**config.mk**
```make
export PLATFORM = sky130hd
export DESIGN_NAME = wm8731_i2s_tx
export DESIGN_NICKNAME = d
export VERILOG_FILES = /design/src/rtl/wm8731_pkg.sv /design/src/rtl/wm8731_bclk_gen.sv /design/src/rtl/wm8731_i2s_tx.sv
export SDC_FILE = /design/constraint.sdc
export NUM_CORES = 1
export LEC_CHECK = 0
export BUFFER_PORTS_ARGS = -buffer_cell sky130_fd_sc_hd__buf_2
export CAP_MARGIN = 40
export CORE_MARGIN = 2
export CORE_UTILIZATION = 52
export DETAILED_ROUTE_END_ITERATION = 10
export GPL_ROUTABILITY_DRIVEN = 0
export PLACE_DENSITY = 0.73
export SLEW_MARGIN = 15
export SYNTH_ARGS = -nofsm -noshare
export SYNTH_HDL_FRONTEND = slang
export SYNTH_SLANG_ARGS = --single-unit
```
**constraint.sdc**
```tcl
create_clock -name clk_i -period 2.15 [get_ports clk_i]
set_input_delay 0.43 -clock clk_i [delete_from_list [all_inputs] [get_ports clk_i]]
set_output_delay 0.43 -clock clk_i [all_outputs]
set_load 0.02 [all_outputs]
```
**src/rtl/wm8731_pkg.sv**
```systemverilog
// Shared constants and sample types for the WM8731 audio interface blocks.
// Frame geometry is one 32-slot I2S frame: left word first, then right word.
package wm8731_pkg;

    localparam int CH_WIDTH   = 16;
    localparam int FRAME_BITS = 32;
    localparam int SLOT_W     = 5;

    localparam logic [SLOT_W-1:0] LOAD_SLOT        = 5'd1;
    localparam logic [SLOT_W-1:0] RIGHT_FIRST_SLOT = 5'd16;
    localparam logic [SLOT_W-1:0] IDLE_SLOT        = 5'd31;

    typedef struct packed {
        logic [CH_WIDTH-1:0] left;
        logic [CH_WIDTH-1:0] right;
    } stereo_sample_t;

    // DACLRC is high for the second half of the frame.
    function automatic logic is_right_slot(input logic [SLOT_W-1:0] slot);
        return slot >= RIGHT_FIRST_SLOT;
    endfunction

endpackage

```
**src/rtl/wm8731_bclk_gen.sv**
```systemverilog
// I2S bit-clock divider shared by the DAC transmit and ADC receive paths.
// fall_evt_o is high in the cycle whose closing clk edge drops bclk_o.
module wm8731_bclk_gen #(
    parameter int BCLK_HALF_DIV = 32
) (
    input  logic clk_i,
    input  logic rst_i,
    input  logic en_i,
    output logic bclk_o,
    output logic fall_evt_o
);

    localparam int CNT_W = (BCLK_HALF_DIV > 2) ? $clog2(BCLK_HALF_DIV) : 1;
    localparam logic [CNT_W-1:0] CNT_MAX = CNT_W'(BCLK_HALF_DIV - 1);
    localparam logic [CNT_W-1:0] CNT_ONE = CNT_W'(1);

    logic [CNT_W-1:0] cnt_q, cnt_d;
    logic             bclk_q, bclk_d;
    logic             wrap;

    always_comb begin
        wrap   = en_i & (cnt_q == CNT_MAX);
        cnt_d  = cnt_q;
        bclk_d = bclk_q;
        if (!en_i) begin
            cnt_d  = '0;
            bclk_d = 1'b0;
        end else if (wrap) begin
            cnt_d  = '0;
            bclk_d = ~bclk_q;
        end else begin
            cnt_d  = cnt_q + CNT_ONE;
        end
    end

    always_ff @(posedge clk_i) begin
        if (rst_i) begin
            cnt_q  <= '0;
            bclk_q <= 1'b0;
        end else begin
            cnt_q  <= cnt_d;
            bclk_q <= bclk_d;
        end
    end

    assign bclk_o     = bclk_q;
    assign fall_evt_o = wrap & bclk_q;

endmodule

```
**src/rtl/wm8731_i2s_tx.sv**
```systemverilog
// I2S master transmitter for the WM8731 DAC: one-word holding register,
// 32-slot frame counter and MSB-first shifter, all timed off BCLK falls.
module wm8731_i2s_tx
    import wm8731_pkg::*;
#(
    parameter int BCLK_HALF_DIV = 32
) (
    input  logic                  clk_i,
    input  logic                  rst_i,
    input  logic                  en_i,
    input  logic [FRAME_BITS-1:0] s_data_i,
    input  logic                  s_valid_i,
    output logic                  s_ready_o,
    output logic                  bclk_o,
    output logic                  daclrc_o,
    output logic                  dacdat_o,
    output logic                  frame_start_o,
    output logic                  underrun_o
);

    logic fall_evt;

    wm8731_bclk_gen #(
        .BCLK_HALF_DIV (BCLK_HALF_DIV)
    ) u_bclk_gen (
        .clk_i      (clk_i),
        .rst_i      (rst_i),
        .en_i       (en_i),
        .bclk_o     (bclk_o),
        .fall_evt_o (fall_evt)
    );

    stereo_sample_t        hold_q, hold_d;
    logic                  hold_full_q, hold_full_d;
    logic [SLOT_W-1:0]     slot_q, slot_d;
    logic [FRAME_BITS-1:0] shift_q, shift_d;
    logic                  daclrc_q, daclrc_d;
    logic                  dacdat_q, dacdat_d;
    logic                  frame_start_q, frame_start_d;
    logic                  underrun_q, underrun_d;

    logic [SLOT_W-1:0]     slot_next;
    logic                  load;
    logic                  accept;

    assign s_ready_o = ~hold_full_q & ~rst_i;

    always_comb begin
        slot_next     = slot_q + 5'd1;
        load          = fall_evt & (slot_next == LOAD_SLOT);
        accept        = s_valid_i & s_ready_o;

        hold_d        = hold_q;
        hold_full_d   = hold_full_q;
        slot_d        = slot_q;
        shift_d       = shift_q;
        daclrc_d      = daclrc_q;
        dacdat_d      = dacdat_q;
        frame_start_d = 1'b0;
        underrun_d    = 1'b0;

        if (!en_i) begin
            slot_d   = IDLE_SLOT;
            shift_d  = '0;
            daclrc_d = 1'b0;
            dacdat_d = 1'b0;
        end else if (fall_evt) begin
            slot_d   = slot_next;
            daclrc_d = is_right_slot(slot_next);
            // The MSB goes straight to the pin, so the shifter holds only the rest.
            if (load) begin
                if (hold_full_q) begin
                    shift_d       = {hold_q[FRAME_BITS-2:0], 1'b0};
                    dacdat_d      = hold_q[FRAME_BITS-1];
                    frame_start_d = 1'b1;
                end else begin
                    shift_d       = '0;
                    dacdat_d      = 1'b0;
                    underrun_d    = 1'b1;
                end
            end else begin
                dacdat_d = shift_q[FRAME_BITS-1];
                shift_d  = {shift_q[FRAME_BITS-2:0], 1'b0};
            end
        end

        // Accept only happens when empty, load only empties when full.
        if (accept) begin
            hold_d      = stereo_sample_t'(s_data_i);
            hold_full_d = 1'b1;
        end else if (load && hold_full_q) begin
            hold_full_d = 1'b0;
        end
    end

    always_ff @(posedge clk_i) begin
        if (rst_i) begin
            hold_q        <= '0;
            hold_full_q   <= 1'b0;
            slot_q        <= IDLE_SLOT;
            shift_q       <= '0;
            daclrc_q      <= 1'b0;
            dacdat_q      <= 1'b0;
            frame_start_q <= 1'b0;
            underrun_q    <= 1'b0;
        end else begin
            hold_q        <= hold_d;
            hold_full_q   <= hold_full_d;
            slot_q        <= slot_d;
            shift_q       <= shift_d;
            daclrc_q      <= daclrc_d;
            dacdat_q      <= dacdat_d;
            frame_start_q <= frame_start_d;
            underrun_q    <= underrun_d;
        end
    end

    assign daclrc_o      = daclrc_q;
    assign dacdat_o      = dacdat_q;
    assign frame_start_o = frame_start_q;
    assign underrun_o    = underrun_q;

endmodule
```
==> results of run 1 <==
[timing repair]
action	CTS	global route
gates resized for setup	0	5
buffers inserted	0	0
setup endpoints to repair	0	33
[routing by layer]
layer,part of all wire [%],vias to the layer above,GRT usage [%],wire (microns)
met5,0,-,0,0
met4,0.87,0,4.76,59
met3,3.9,6,6.23,264
met2,48,48,34.1,3230
met1,47,1348,25.6,3190
li1,-,1461,-,-
[synthesized netlist by cell type (all sizes together), types with 2 or more instances]
cell    number
buf         15
ha           4
and3        35
nand3        5
nor2         8
nand2b      34
a31oi       31
a221o       31
clkbuf      25
nand2       69
dfxtp       79
and2         4
xnor2        3
xor2         5
inv          2
or3          2
o21ai       35
[worst paths after layout]
| path | to | slack, ps | depth (start not counted) |
|---|---|---|---|
| setup / recovery | underrun_o$_SDFF_PP0_ | 140 | 8 |
| hold / removal | hold_q[25]$_SDFFE_PP0P_ | 270 | 3 |
| setup reg to reg | underrun_o$_SDFF_PP0_ | 140 | 8 |
| hold reg to reg | u_bclk_gen.cnt_q[0]$_SDFF_PP0_ | 450 | 1 |
[state kept, by name (all words and copies together) (netlist names)]
| signal | flops |
|---|---|
| hold_q | 32 |
| frame_start_o | 1 |
| dacdat_o | 1 |
| slot_q | 5 |
| underrun_o | 1 |
| hold_full_q | 1 |
| u_bclk_gen.bclk_o | 1 |
| daclrc_o | 1 |
| u_bclk_gen.cnt_q | 5 |
| shift_q | 31 |
[critical path, cell delays in order, from the launching register on]
cell     delay (ps)
dfxtp_1         360
ha_1            180
and3_1          160
ha_2            220
nand2_2         120
nor3_4          250
and3_1          220
buf_4           210
nor3b_1         200
[through the flow]
stage / power, W / cell area, sq um / setup slack (ps) / instances / hold WS, ps
floorplan: 0.00164 / 3430 / 139 / 395 / 418
global placement: 0.00171 / 3710 / 118 / 488 / 430
detailed placement: 0.00171 / 3710 / 85.0 / 488 / 438
CTS: 0.00319 / 3990 / 49.9 / 504 / 258
global route: 0.00328 / 4010 / 10.7 / 504 / 262
finish: 0.00316 / 4010 / 143 / 504 / 269
[cell type report]
type	instances	area (sq um)
clock inverter	5	128
fill	523	2340
clock buffer	11	151
timing repair buffer	56	367
inverter	2	7.51
tap	77	96.3
sequential	79	1580
multi-input combinational	274	1680
[report_power, final]
group / switching [W] / total [W] / internal (W)
clock network: 0.000528 / 0.00148 / 0.000952
registers: 0.0000271 / 0.00153 / 0.00151
logic: 0.0000744 / 0.000142 / 0.0000677
[cells in the final DEF (no fill, tap or decap), drive strengths merged, types with 2 or more instances in the layout]
cell type | netlist | routed
buf | 15 | 56
or3 | 2 | 2
nor2 | 8 | 8
a31oi | 31 | 31
xor2 | 5 | 5
nand2b | 34 | 34
and3 | 35 | 35
inv | 2 | 2
xnor2 | 3 | 3
nand3 | 5 | 5
clkbuf | 25 | 11
and2 | 4 | 4
a221o | 31 | 31
ha | 4 | 4
dfxtp | 79 | 79
o21ai | 35 | 35
nand2 | 69 | 69
bufinv | 0 | 4
[kinds of logic (layout without fill, tap and decap cells)]
group           count (synthesis)  after routing  synth area share (%)
simple gates                  161            161                  23.9
buf+inv                        42             74                  5.77
flops                          79             79                  46.1
xor+xnor                        8              8                  2.04
fa+ha+maj                       4              4                  1.46
compound gates                101            101                  20.7
==> impl_metrics.ini, run 1 <==
[clock_tree]
h-tree-depth = 3
clk_pin_slew_ps = 80
clock_latency_ps = 350
hold_buffers = 0
ctsLongestPathBuffers = 2
root_buffer = clkbuf_8
numCtsBuffers = 9
cts_sinks = 79
cts_tree = done

[synthesis]
synthFlopType = dfxtp_1
synth_edf_count = 0
yosysTopAreaCellShare_pct = 46.1
synth_cells = 395
synth_fp_nets = 435
synth_top_area_cell = dfxtp_1
synth-seq-cells = 79
netlist_area_sq_um = 3430
yosys_warnings = 0
synth.distinct_cells = 29
synth.area.top_cells = dfxtp_1, a221o_1, nand2_1
postSynthAreaPerCell_sq_um = 8.68
async_reset_ff_share_pct = 0
yosysSeqAreaShare_pct = 46.1

[hold_path]
hp-start = s_data_i[25]
min_path_type = primary input to register

[sta]
max_slew_margin_pct = 64.8
setup_viol = 0
rsz0062_at_grt = no
drv_slew = 0
skew_ps = 9.36
hold_viol_final = 0
min_period_over_period_pct = 93.3
worst_slew_pin_slew_ps = 528
min_period_ps = 2010
fmax_mhz = 498
setup_tns_ps = 0

[setup_path]
timing.rr.start = u_bclk_gen.cnt_q[0]$_SDFF_PP0_
cp-start-kind = register
crit_type = register to register
arrival_ps = 2280
crit_start = u_bclk_gen.cnt_q[0]$_SDFF_PP0_
crit_fanout = 14
critPathRequiredTime_ps = 2420
cp-end-kind = register

[job]
cap_violations = 0

[placed_design]
port_buffers = 41
dp_hpwl_microns = 4140

[cells_and_area]
final_net_count = 462
layout-drive-gt1-share_pct = 18.5
postLayoutCoreUtil_pct = 63.1
antenna_cells = 0
syn2layout_area_growth_pct = 16.9

[die]
start_util_pct = 54.0
die_area_sq_um = 7260
die_h_microns = 85.2
boundaryPins = 42
fp.dieW_microns = 85.2
core_area_sq_um = 6350
fp-row-count = 29

[routing]
viasPerCell = 5.68
num_vias = 2863
routedWlPerCell_microns = 13.4
drt-pass1-iter-count = 4
ant_nets = 0
dr.first_iter.drc_count = 168
drc_errors = 0
totalWireLength_microns = 6740

[power_and_ir_drop]
p_leak_nw = 1.72
ir_drop_uv = 758
powerDensity_nw_per_um2 = 787

[grt]
antenna_found_initial = 0
overflow = 0
grt_pass1_vias = 2715
track_usage_pct = 20.3
grt_first_pass_wirelength_microns = 12100
grt_max_degree = 65

[status]
status = completed
Power figures use the tool's default switching activity.
==> run 2, diff against run 1 <==
BUFFER_PORTS_ARGS = default   (was -buffer_cell sky130_fd_sc_hd__buf_2)
CELL_PAD_IN_SITES_DETAIL_PLACEMENT = 1   (was default)
CELL_PAD_IN_SITES_GLOBAL_PLACEMENT = 2   (was default)
CORE_ASPECT_RATIO = 1.4   (was default)
CORE_UTILIZATION = 34   (was 52)
DONT_BUFFER_PORTS = 1   (was default)
PLACE_DENSITY = 0.72   (was 0.73)
==> run 2 against run 1 <==
  * Register-to-register slack hardly changed
  * First-iteration DRC count decreased by 10%
  * Routed wire length increased by 21%
  * Core utilization decreased by 23 points
  * Cell area decreased by 1.5%
  * Combinational power decreased by 23%
  * Die area is 50% higher
  * Setup slack better by 4.7 ps
  * Clock skew is 2.8 ps lower
  * Critical endpoint is now shift_q[19]$_SDFFE_PP0N_
  * Largest cell class unchanged
==> impl_metrics.ini, run 2 (synthesized netlist as in run 1, its figures left out) <==
[status]
status = completed

[grt]
antenna_found_initial = 0
grt_pass1_vias = 2762
grt_first_pass_wirelength_microns = 13800
grt_max_degree = 63
overflow = 0
track_usage_pct = 16.3

[cells_and_area]
layout-drive-gt1-share_pct = 10.6
n_fill_cell = 1172
final_common_cell = dfxtp_1
final_net_count = 423
antenna_cells = 0
final_cells = 522
largest_reg_flops = 32
regMostFlops = hold_q
syn2layout_area_growth_pct = 15.1
largestRegisters = hold_q: 32 flops, shift_q: 31 flops
final_cell_mix = dfxtp_1, nand2_1, nand2b_1

[sta]
setup_viol = 0
drv_slew = 0
min_period_ps = 2000
worst_slew_pin_slew_ps = 647
hold_viol_final = 0
min_period_over_period_pct = 93.1
max_slew_margin_pct = 56.8
skew_ps = 6.55
fmax_mhz = 499

[setup_path]
slowest_delay_ps = 340
cp-end-kind = register
cp-start-kind = register
worstPathCellList = ha_2, and3_4, ha_4, nand2_4, nor3_4, buf_4, buf_8, a31oi_1, a221o_1
arrival_ps = 2220
cp_num_buf_inv = 2
path_delay_family = simple AND/OR/NAND/NOR gates
crit_fanout = 11
critPathRequiredTime_ps = 2370
crit_type = register to register
cp_slowest_cell = dfxtp_1

[clock_tree]
ctsLongestPathBuffers = 2
cts_sinks = 79
clock_latency_ps = 340
numCtsBuffers = 9
clk_pin_slew_ps = 60
h-tree-depth = 3
cts_tree = done
root_buffer = clkbuf_16

[power_and_ir_drop]
powerDensity_nw_per_um2 = 774
power_w = 0.00305
ir_drop_uv = 445
p_leak_nw = 1.57

[die]
core_area_sq_um = 9850
start_util_pct = 34.8
die_h_microns = 123
boundaryPins = 42
die_area_sq_um = 10900
fp-row-count = 43
fp.dieW_microns = 88.9

[routing]
drc_errors = 0
drt-pass1-iter-count = 4
num_vias = 2769
ant_nets = 0
routedWlPerCell_microns = 15.6
viasPerCell = 5.30
dr.first_iter.drc_count = 151
totalWireLength_microns = 8170

[hold_path]
min_path_type = primary input to register

[placed_design]
dp_hpwl_microns = 4880
port_buffers = 0
dp_cells = 501

[job]
cap_violations = 0
run 2: changes by cell type in the layout (fill, tap and decap cells not counted), moves of 2 or more:
cell	before	now
clkbuf_16	0	10
bufinv_16	4	0
and3_4	0	2
and3_1	35	33
clkbuf_1	0	2
buf_6	3	1
clkbuf_8	11	2
buf_2	41	0
run 2: layout make-up:
| class | count | area, sq um | area share, % |
|---|---|---|---|
| Clock buffer | 13 | 260 | 6.59 |
| Clock inverter | 2 | 16.3 | 0.412 |
| Inverter | 2 | 7.51 | 0.190 |
| Multi-Input combinational cell | 274 | 1700 | 43.2 |
| Sequential cell | 79 | 1580 | 40.1 |
| Tap cell | 135 | 169 | 4.28 |
| Timing Repair Buffer | 17 | 206 | 5.23 |
run 2: routing by layer:
| metal | vias to the layer above | part of all wire, % | GRT usage [%] | routed length [microns] |
|---|---|---|---|---|
| met5 | - | 0 | 0 | 0 |
| met4 | 0 | 1.4 | 5.97 | 113 |
| met2 | 45 | 47 | 24.4 | 3870 |
| met1 | 1333 | 47 | 21.6 | 3820 |
| li1 | 1381 | - | - | - |
| met3 | 10 | 4.5 | 5.51 | 365 |
run 2: report_power, final:
| group | leakage, nW | switching (W) | internal, W |
|---|---|---|---|
| registers | 0.643 | 0.0000242 | 0.00151 |
| clock network | 0.132 | 0.000571 | 0.000841 |
| logic | 0.799 | 0.0000662 | 0.0000436 |
run 2: worst paths after layout:
| path | from | endpoint | slack (ps) | cells after the start |
|---|---|---|---|---|
| worst max-delay path | u_bclk_gen.cnt_q[1]$_SDFF_PP0_ | shift_q[19]$_SDFFE_PP0N_ | 150 | 9 |
| worst min-delay path | rst_i | hold_full_q$_SDFFE_PP0P_ | 160 | 1 |
| worst max register to register | u_bclk_gen.cnt_q[1]$_SDFF_PP0_ | shift_q[19]$_SDFFE_PP0N_ | 150 | 9 |
| worst min register to register | u_bclk_gen.cnt_q[0]$_SDFF_PP0_ | u_bclk_gen.cnt_q[0]$_SDFF_PP0_ | 430 | 1 |
run 2: what timing repair did:
item	4_1_cts	5_1_grt
hold buffers	0	0
pin swaps	0	2
setup buffers	0	5
gates cloned	0	1
gates resized for setup	3	9
setup endpoints to repair	22	34
run 2: worst reg2reg max path: cells and delay by family, from the launching register on:
kind | cells | cell delay (ps)
AOI/OAI and AO/OA | 2 | 380
adders and majority gates | 2 | 360
buffers and inverters | 2 | 290
DFF | 1 | 340
and+or+nand+nor | 3 | 520
run 2: through the flow:
stage	hold WS, ps	area (sq um)	util, %	setup slack (ps)	TNS [ps]
finish	165	3950	40.1	148	0
global route	149	3950	40.1	-8.69	-8.69
CTS	146	3840	39.0	38.4	0
detailed placement	454	3560	36.1	-19.0	-101
global placement	431	3560	36.1	74.4	0
floorplan	418	3430	-	139	0
==> run 3, diff against run 2 <==
CORE_UTILIZATION = 41   (was 34)
PLACE_DENSITY = 0.81   (was 0.72)
SETUP_SLACK_MARGIN = 0.4   (was default)
clock period = 2.42 ns   (was 2.15 ns; I/O delays follow)
==> run 3 against run 2 <==
  * Cell count decreased by 6.1%
  * Clock power about the same
  * Via count increased by 0.29%
  * Total power decreased by 6.3%
  * Core utilization increased by 9.1 points
  * Critical path depth decreased by 2
  * Combinational power decreased by 9.6%
  * Register-to-register slack improved by 320 ps
  * First-iteration DRC count increased by 26%
  * Global-route usage increased by 3.7 points
  * Clock skew about the same
  * Critical endpoint is now shift_q[30]$_SDFFE_PP0N_
  * Largest power group is now the clock network
  * Highest routed layer unchanged
==> impl_metrics.ini, run 3 (synthesized netlist as in run 1, its figures left out) <==
[status]
status = completed

[sta]
min_period_over_period_pct = 80.8
max_slew_margin_pct = 52.8
setup_ws_ps = 465
rsz0062_at_grt = no
skew_ps = 6.71
drv_slew = 0
worst_slew_pin_slew_ps = 707
min_period_ps = 1960
setup_viol = 0
fmax_mhz = 511
setup_tns_ps = 0
hold_viol_final = 0

[cells_and_area]
antenna_cells = 0
largest_reg_flops = 32
layout-drive-gt1-share_pct = 11.9
regArea_sq_um = 1590
final_net_count = 423
syn2layout_area_growth_pct = 16.8
final_cell_mix = dfxtp_1, nand2_1, nand2b_1
final_common_cell = dfxtp_1
multi_input_area_sq_um = 1730
largestRegisters = hold_q: 32 flops, shift_q: 31 flops
n_fill_cell = 929
postLayoutCoreUtil_pct = 49.1
regMostFlops = hold_q

[die]
fp.dieW_microns = 81.3
die_area_sq_um = 9120
start_util_pct = 42.1
core_area_sq_um = 8150
fp-row-count = 39
die_h_microns = 112
boundaryPins = 42

[grt]
antenna_found_initial = 0
grt_first_pass_wirelength_microns = 14100
grt_pass1_vias = 2866
track_usage_pct = 20.0
grt_max_degree = 63
overflow = 0

[routing]
num_vias = 2777
drt-pass1-iter-count = 4
drc_errors = 0
dr.first_iter.drc_count = 191
routedWlPerCell_microns = 17.5
totalWireLength_microns = 8590
ant_nets = 0
viasPerCell = 5.67

[clock_tree]
ctsLongestPathBuffers = 2
cts_sinks = 79
hold_buffers = 0
clk_pin_slew_ps = 60
cts_tree = done
numCtsBuffers = 9
root_buffer = clkbuf_16
h-tree-depth = 3
clock_latency_ps = 340

[setup_path]
critPathRequiredTime_ps = 2650
cp-start-kind = register
arrival_ps = 2190
rr_worst_depth = 7
crit_fanout = 62
crit_type = register to register
cp-end-kind = register

[placed_design]
pre_cts_ws_ps = 260
dp_hpwl_microns = 4900
port_buffers = 0

[hold_path]
min_path_type = primary input to register
holdPathStages = 1

[power_and_ir_drop]
p_leak_nw = 1.61
powerDensity_nw_per_um2 = 715
ir_drop_uv = 424

[job]
cap_violations = 0
## run 3: critical path, stage by stage (launching register included)
cell and delay (ps):
dfxtp_4 360, ha_4 160, and3_4 180, ha_4 170, and4b_1 230, buf_12 180, and3_1 210, a221o_1 330
## run 3: final timing paths
check / startpoint / end / slack, ps
max: u_bclk_gen.cnt_q[0]$_SDFF_PP0_ / shift_q[30]$_SDFFE_PP0N_ / 460
min: rst_i / hold_full_q$_SDFFE_PP0P_ / 220
max reg2reg: u_bclk_gen.cnt_q[0]$_SDFF_PP0_ / shift_q[30]$_SDFFE_PP0N_ / 460
min reg2reg: u_bclk_gen.cnt_q[0]$_SDFF_PP0_ / u_bclk_gen.cnt_q[0]$_SDFF_PP0_ / 450
## run 3: final cells by class
type	instances	share of cell area (%)
clock buffer	13	6.75
clock inverter	3	1.00
inverter	2	0.188
multi-input combinational	274	43.2
sequential	79	39.6
tap	102	3.19
timing repair buffer	17	6.09
## run 3: metrics by stage
stage,instances,cell area [sq um],total power (W),hold slack [ps]
after global routing,490,4000,0.00297,212
after floorplan,395,3430,0.00146,418
after global placement,469,3520,0.00148,430
after CTS,486,3910,0.00290,208
final,490,4000,0.00286,225
after detailed placement,469,3520,0.00149,441
## run 3: repair_timing
action                                  CTS  global route
buffers inserted                          0             2
endpoints found under the setup margin   35            34
pin swaps                                 2             3
resized for setup                        10            10
cloned                                    1             2
## run 3: layer usage
metal	global-route usage (%)	part of all wire [%]
met5	0	0
met4	10.3	2.3
met3	4.18	3.3
met2	31.5	49
met1	25.5	46
## run 3: power by group
part | internal [W] | switching [W]
registers | 0.00134 | 0.0000222
clock network | 0.000880 | 0.000521
logic | 0.0000392 | 0.0000602
